[src/rtl/sparc_ctrl_pkg.sv]
// Shared control constants and trap-sequencer state encoding.
// The ERROR state is present only when TRAP_ERROR_MODE_EN is defined.
package sparc_ctrl_pkg;

  typedef enum logic [2:0] {
    IDLE     = 3'd0,
    LATCH    = 3'd1,
    SAVE_PC  = 3'd2,
    SAVE_NPC = 3'd3,
    WR_PSR   = 3'd4,
    JUMP     = 3'd5
`ifdef TRAP_ERROR_MODE_EN
    ,
    ERROR    = 3'd6
`endif
  } trap_state_e;

  localparam logic [5:0] ALU_OP_PASS_A   = 6'h10;
  // PSR update for trap entry: S=1, ET=0, CWP decremented
  localparam logic [5:0] ALU_OP_TRAP_PSR = 6'h2c;
  localparam logic [1:0] ALUA_SEL_PC     = 2'd1;
  localparam logic [1:0] ALUA_SEL_NPC    = 2'd2;
  localparam logic [1:0] PCIN_SEL_TBR    = 2'd3;

  function automatic logic [7:0] tt_onehot(input logic [2:0] idx);
    return 8'd1 << idx;
  endfunction

endpackage

[src/rtl/trap_priority_enc.sv]
// Lowest-index-wins priority encoder over the eight trap sources.
module trap_priority_enc (
  input  logic [7:0] mask,
  output logic       valid,
  output logic [2:0] idx
);

  always_comb begin
    valid = |mask;
    idx   = 3'd0;
    for (int i = 7; i >= 0; i--) begin
      if (mask[i]) idx = 3'(i);
    end
  end

endmodule

[src/rtl/trap_sequencer.sv]
// Trap entry sequencer: latches pending requests, then walks the fixed
// save/PSR/jump sequence. Optional ERROR trapping via TRAP_ERROR_MODE_EN.
//
// state    | meaning
// IDLE     | waiting for pending request with ET=1
// LATCH    | load TBR with captured tt
// SAVE_PC  | write PC into SAVE_PC_REG
// SAVE_NPC | write nPC into SAVE_NPC_REG
// WR_PSR   | PSR update for trap entry
// JUMP     | PC/nPC from TBR, acknowledge source
// ERROR    | request seen with ET=0 (optional); left only by RESET
module trap_sequencer
  import sparc_ctrl_pkg::*;
#(
  parameter logic [4:0] SAVE_PC_REG  = 5'd17,
  parameter logic [4:0] SAVE_NPC_REG = 5'd18
) (
  input  logic       Clk,
  input  logic       RESET,
  input  logic [7:0] trap_req,
  input  logic       ET,
  output logic [7:0] trap_ack,
  output logic [2:0] tt,
  output logic       TBR_enable,
  output logic       TBR_Mux_select,
  output logic       register_file_enable,
  output logic [4:0] in_PC,
  output logic [1:0] ALUA_Mux_select,
  output logic [5:0] ALU_op,
  output logic       PSR_Enable,
  output logic       PC_enable,
  output logic       NPC_enable,
  output logic [1:0] PC_In_Mux_select,
  output logic       trap_busy,
  output logic       error_mode
);

  trap_state_e state, state_next;
  logic [7:0]  pending;
  logic        pend_valid;
  logic [2:0]  pend_idx;
  logic        capture;

  trap_priority_enc u_enc (
    .mask  (pending),
    .valid (pend_valid),
    .idx   (pend_idx)
  );

  assign capture = (state == IDLE) && (state_next == LATCH);

  always_ff @(posedge Clk or negedge RESET) begin
    if (!RESET) begin
      state   <= IDLE;
      pending <= 8'd0;
      tt      <= 3'd0;
    end else begin
      state   <= state_next;
      // a new request wins over a same-cycle ack of the same bit
      pending <= (pending & ~trap_ack) | trap_req;
      if (capture) tt <= pend_idx;
    end
  end

  always_comb begin
    state_next = state;
    case (state)
      IDLE: begin
        if (pend_valid && ET) state_next = LATCH;
`ifdef TRAP_ERROR_MODE_EN
        else if (pend_valid) state_next = ERROR;
`endif
      end
      LATCH:    state_next = SAVE_PC;
      SAVE_PC:  state_next = SAVE_NPC;
      SAVE_NPC: state_next = WR_PSR;
      WR_PSR:   state_next = JUMP;
      JUMP:     state_next = IDLE;
`ifdef TRAP_ERROR_MODE_EN
      ERROR:    state_next = ERROR;
`endif
      default:  state_next = IDLE;
    endcase
  end

  always_comb begin
    trap_ack             = 8'd0;
    TBR_enable           = 1'b0;
    TBR_Mux_select       = 1'b0;
    register_file_enable = 1'b0;
    in_PC                = 5'd0;
    ALUA_Mux_select      = 2'd0;
    ALU_op               = 6'd0;
    PSR_Enable           = 1'b0;
    PC_enable            = 1'b0;
    NPC_enable           = 1'b0;
    PC_In_Mux_select     = 2'd0;
    case (state)
      LATCH: begin
        TBR_enable     = 1'b1;
        TBR_Mux_select = 1'b1;
      end
      SAVE_PC: begin
        ALUA_Mux_select      = ALUA_SEL_PC;
        ALU_op               = ALU_OP_PASS_A;
        register_file_enable = 1'b1;
        in_PC                = SAVE_PC_REG;
      end
      SAVE_NPC: begin
        ALUA_Mux_select      = ALUA_SEL_NPC;
        ALU_op               = ALU_OP_PASS_A;
        register_file_enable = 1'b1;
        in_PC                = SAVE_NPC_REG;
      end
      WR_PSR: begin
        PSR_Enable = 1'b1;
        ALU_op     = ALU_OP_TRAP_PSR;
      end
      JUMP: begin
        PC_In_Mux_select = PCIN_SEL_TBR;
        PC_enable        = 1'b1;
        NPC_enable       = 1'b1;
        trap_ack         = tt_onehot(tt);
      end
      default: ;
    endcase
  end

  assign trap_busy = (state != IDLE);

`ifdef TRAP_ERROR_MODE_EN
  assign error_mode = (state == ERROR);
`else
  assign error_mode = 1'b0;
`endif

endmodule

[config.mk]
export PLATFORM = sky130hd
export DESIGN_NAME = trap_sequencer
export DESIGN_NICKNAME = d
export VERILOG_FILES = /design/src/rtl/sparc_ctrl_pkg.sv /design/src/rtl/trap_priority_enc.sv /design/src/rtl/trap_sequencer.sv
export SDC_FILE = /design/constraint.sdc
export NUM_CORES = 1
export LEC_CHECK = 0
export ABC_AREA = 1
export BUFFER_PORTS_ARGS = -buffer_cell sky130_fd_sc_hd__buf_2
export CAP_MARGIN = 20
export CORE_MARGIN = 2
export CORE_UTILIZATION = 43
export CTS_BUF_LIST = sky130_fd_sc_hd__clkbuf_8 sky130_fd_sc_hd__clkbuf_16
export CTS_CLUSTER_DIAMETER = 150
export DETAILED_ROUTE_END_ITERATION = 7
export PLACE_DENSITY = 0.88
export SKIP_LAST_GASP = 1
export SLEW_MARGIN = 20
export SYNTH_ARGS = -nofsm -noshare
export SYNTH_HDL_FRONTEND = slang
export SYNTH_SLANG_ARGS = --single-unit
export TNS_END_PERCENT = 30
[constraint.sdc]
create_clock -name Clk -period 1.6 [get_ports Clk]
set_clock_uncertainty 0.15 [all_clocks]
set_input_delay 0.32 -clock Clk [delete_from_list [all_inputs] [get_ports Clk]]
set_output_delay 0.32 -clock Clk [all_outputs]
set_load 0.02 [all_outputs]
==> flow_summary.toml <==
[status]
status = "complete, but fails checks"
violations = "setup timing"

[logic_synthesis]
synth_commonest_cells = "nand2_1 (20), nor2_1 (20), buf_4 (15)"
synth_warnings = 0
syn_inst = 107
synth_edf_count = 0
async_flop_share = 1.00
yosysUniqueCellTypes = 14
synth_top_cell_area_share = 0.429
synth-seq-cells = 14
synth.avg_cell_area_um2 = 7.62
syn_area_um2 = 816
ys.flop_type = "dfrtp_1"
synth_area_leader_cell = "dfrtp_1"
yosysSeqAreaShare = 0.429
synth.area.top_cells = "dfrtp_1 (43%), buf_4 (14%), nand2_1 (9.2%), nor2_1 (9.2%), o21bai_1 (7.4%)"

[critical_path]
required_ns = 1.13
slowest_stage = "dfrtp_1"
worst-setup-path-type = "flip-flop to output port"
worstPathCellList = "inv_2 > nor3_4 > buf_6 > nand2_4 > nor2_2 > buf_6"
timing.critical_path.from = "state[0]$_DFF_PN0_"
end_kind = "output port"
critPathArrivalTime_ns = 1.37
reg2reg_from = "state[0]$_DFF_PN0_"
crit_path_start_kind = "flip-flop"
cp_num_buf_inv = 3
cpMostUsedCell = "buf_6"
reg2reg_slack_ns = -0.20
max_stage_delay_ns = 0.36
critPathMaxFanout = 4
worst-r2r-cell-count = 11
critPathTopFamily = "simple AND/OR/NAND/NOR gates"
r2r-end = "pending[4]$_DFF_PN0_"

[place]
place_area_um2 = 992
place_inst = 165
dp_hpwl_mm = 1.43
portBuffers = 39
gp_congestion = 0.856

[floorplan]
num_io_pins = 45
die_w_um = 47.6
die_h_um = 47.6
initial_utilization = 0.462
dieArea_mm2 = 0.00226
rows = 15
core_mm2 = 0.00176

[routing]
drc = 0
wl_per_cell_um = 12.3
drt_pass1_iterations = 4
vias = 845
drt-total-wl_mm = 2.19
via_per_inst = 4.75
drtIter0Drc = 12
antenna_left = 0

[layout]
drive_gt1_frac = 0.477
areaGrowthSynthToFinish_pct = 53.5
final_nets = 166
antenna_cells = 0
stdcell_count = 178
register_area_um2 = 350
postLayoutCellArea_mm2 = 0.00125
multi_input_area_um2 = 403
fill_cells = 143

[power]
vdd_ir_drop_max_v = 0.000907
p_per_area_mw_per_mm2 = 1550
leakagePower_nw = 0.703
power.switching_uw = 906
p_int_mw = 1.03
pwr-share-clk = 0.147
p_sw_frac = 0.468
p_seq_frac = 0.254
pwr-share-comb = 0.599

[grt]
grt_overflow = 0
antenna_found_initial = 0
grt_pass1_vias = 755
grt_first_pass_wirelength_mm = 3.03
grtUsageTotal = 0.197
grt_max_degree = 15

[timing]
finalHoldViolations = 0
final.min_clock_period_ns = 1.84
slew_viol_final = 0
setup_violations = 27
finalWorstSetupSlack_ns = -0.236
post-route-period-util = 1.15
setup-tns-final_ns = -3.61
rsz0062_at_grt = "yes"
timing.hold.ws_ns = 0.113
fmax_ghz = 0.545

[cts]
cts_root_buf = "clkbuf_8"
clock_sinks = 14
cts_made_buffers = 3
clkTransAtPathRegs_ns = 0.05
htree_levels = 1
clk_path_buf_depth = 2
cts_tree = "done"
clock_latency_ns = 0.25

[run]
maxCapViolations = 0

[min_path]
min_to = "pending[5]$_DFF_PN0_"
worstHoldStart = "trap_req[5]"
hold_depth = 2
hp-class = "input port to flip-flop"
==> cells in the final DEF (no fill, tap or decap) <==
cell type	count
buf_2	30
nand2_1	18
dfrtp_1	14
inv_1	13
buf_4	13
nor2_1	12
buf_6	10
o21bai_1	8
nor2_4	7
conb_1	5
a21oi_1	4
clkbuf_8	3
nor3_2	2
inv_2	2
nor3_4	2
nand3_1	2
nand2_4	2
o21ai_0	2
or2_2	1
nor2_2	1
nor3_1	1
dlygate4sd3_1	1
==> cells by family after synthesis <==
| kind of cell | after synthesis | synth area share |
|---|---|---|
| other | 1 | 0.00460 |
| buffers and inverters | 30 | 0.207 |
| and+or+nand+nor | 48 | 0.248 |
| AOI/OAI and AO/OA | 14 | 0.110 |
| DFF | 14 | 0.429 |
==> metrics by stage <==
| step | setup WS [ns] | utilization | power (mW) |
|---|---|---|---|
| 2_1_floorplan | -0.218 | - | 1.20 |
| 3_3_place_gp | 0.0349 | 0.562 | 1.41 |
| 3_5_place_dp | 0.0149 | 0.562 | 1.43 |
| 4_1_cts | -0.184 | 0.660 | 1.81 |
| 5_1_grt | -0.300 | 0.710 | 2.07 |
| 6_report | -0.236 | 0.710 | 1.94 |
==> worst max-delay path by stage <==
stage                                     to  slack (ns)  cells past startpoint
after floorplan                  trap_ack[0]       -0.22                      4
after global routing             trap_ack[7]       -0.30                      6
after global placement           trap_ack[7]        0.03                      4
final                            trap_ack[4]       -0.24                      6
after detailed placement  state[0]$_DFF_PN0_        0.01                      6
after CTS                        trap_ack[1]       -0.18                      5
==> routing by layer <==
layer / vias up / part of all wire / track usage / wire length [um]
met5: - / 0 / 0 / 0
met2: 52 / 0.55 / 0.403 / 1200
met1: 385 / 0.35 / 0.190 / 762
met3: 5 / 0.085 / 0.0340 / 186
met4: 0 / 0.021 / 0.0811 / 45
li1: 403 / - / - / -
==> state kept, by name, indices dropped and copies added, names as in the netlist <==
name / flops
tt: 3
pending: 8
state: 3
==> area by class of cell <==
| class | instances | area share |
|---|---|---|
| clock buffers | 3 | 0.0330 |
| inverters | 15 | 0.0450 |
| multi-input cells | 67 | 0.322 |
| flip-flops and latches | 14 | 0.280 |
| well taps | 25 | 0.0250 |
| repair buffers | 54 | 0.296 |
==> worst reg2reg max path, delay by kind of cell, from the launching register on <==
kind / cells / cell delay, ns
buffers and inverters: 7 / 0.71
AOI/OAI and AO/OA: 1 / 0.06
and+or+nand+nor: 3 / 0.42
DFF: 1 / 0.36
==> power by group through the flow <==
| stage | logic [mW] | clock network, mW | registers, mW |
|---|---|---|---|
| global route | 1.26 | 0.304 | 0.504 |
| global placement | 0.921 | 0 | 0.484 |
| detailed placement | 0.941 | 0 | 0.489 |
| finish | 1.16 | 0.285 | 0.491 |
| CTS | 1.04 | 0.283 | 0.488 |
| floorplan | 0.667 | 0 | 0.536 |
==> timing repair <==
action	in CTS	in global routing
hold buffers	1	0
hold endpoints to repair	14	0
setup buffers	7	2
gates resized for setup	25	16
pin swaps	2	5
endpoints found under the setup margin	25	31
(Power assumes the default switching activity.)
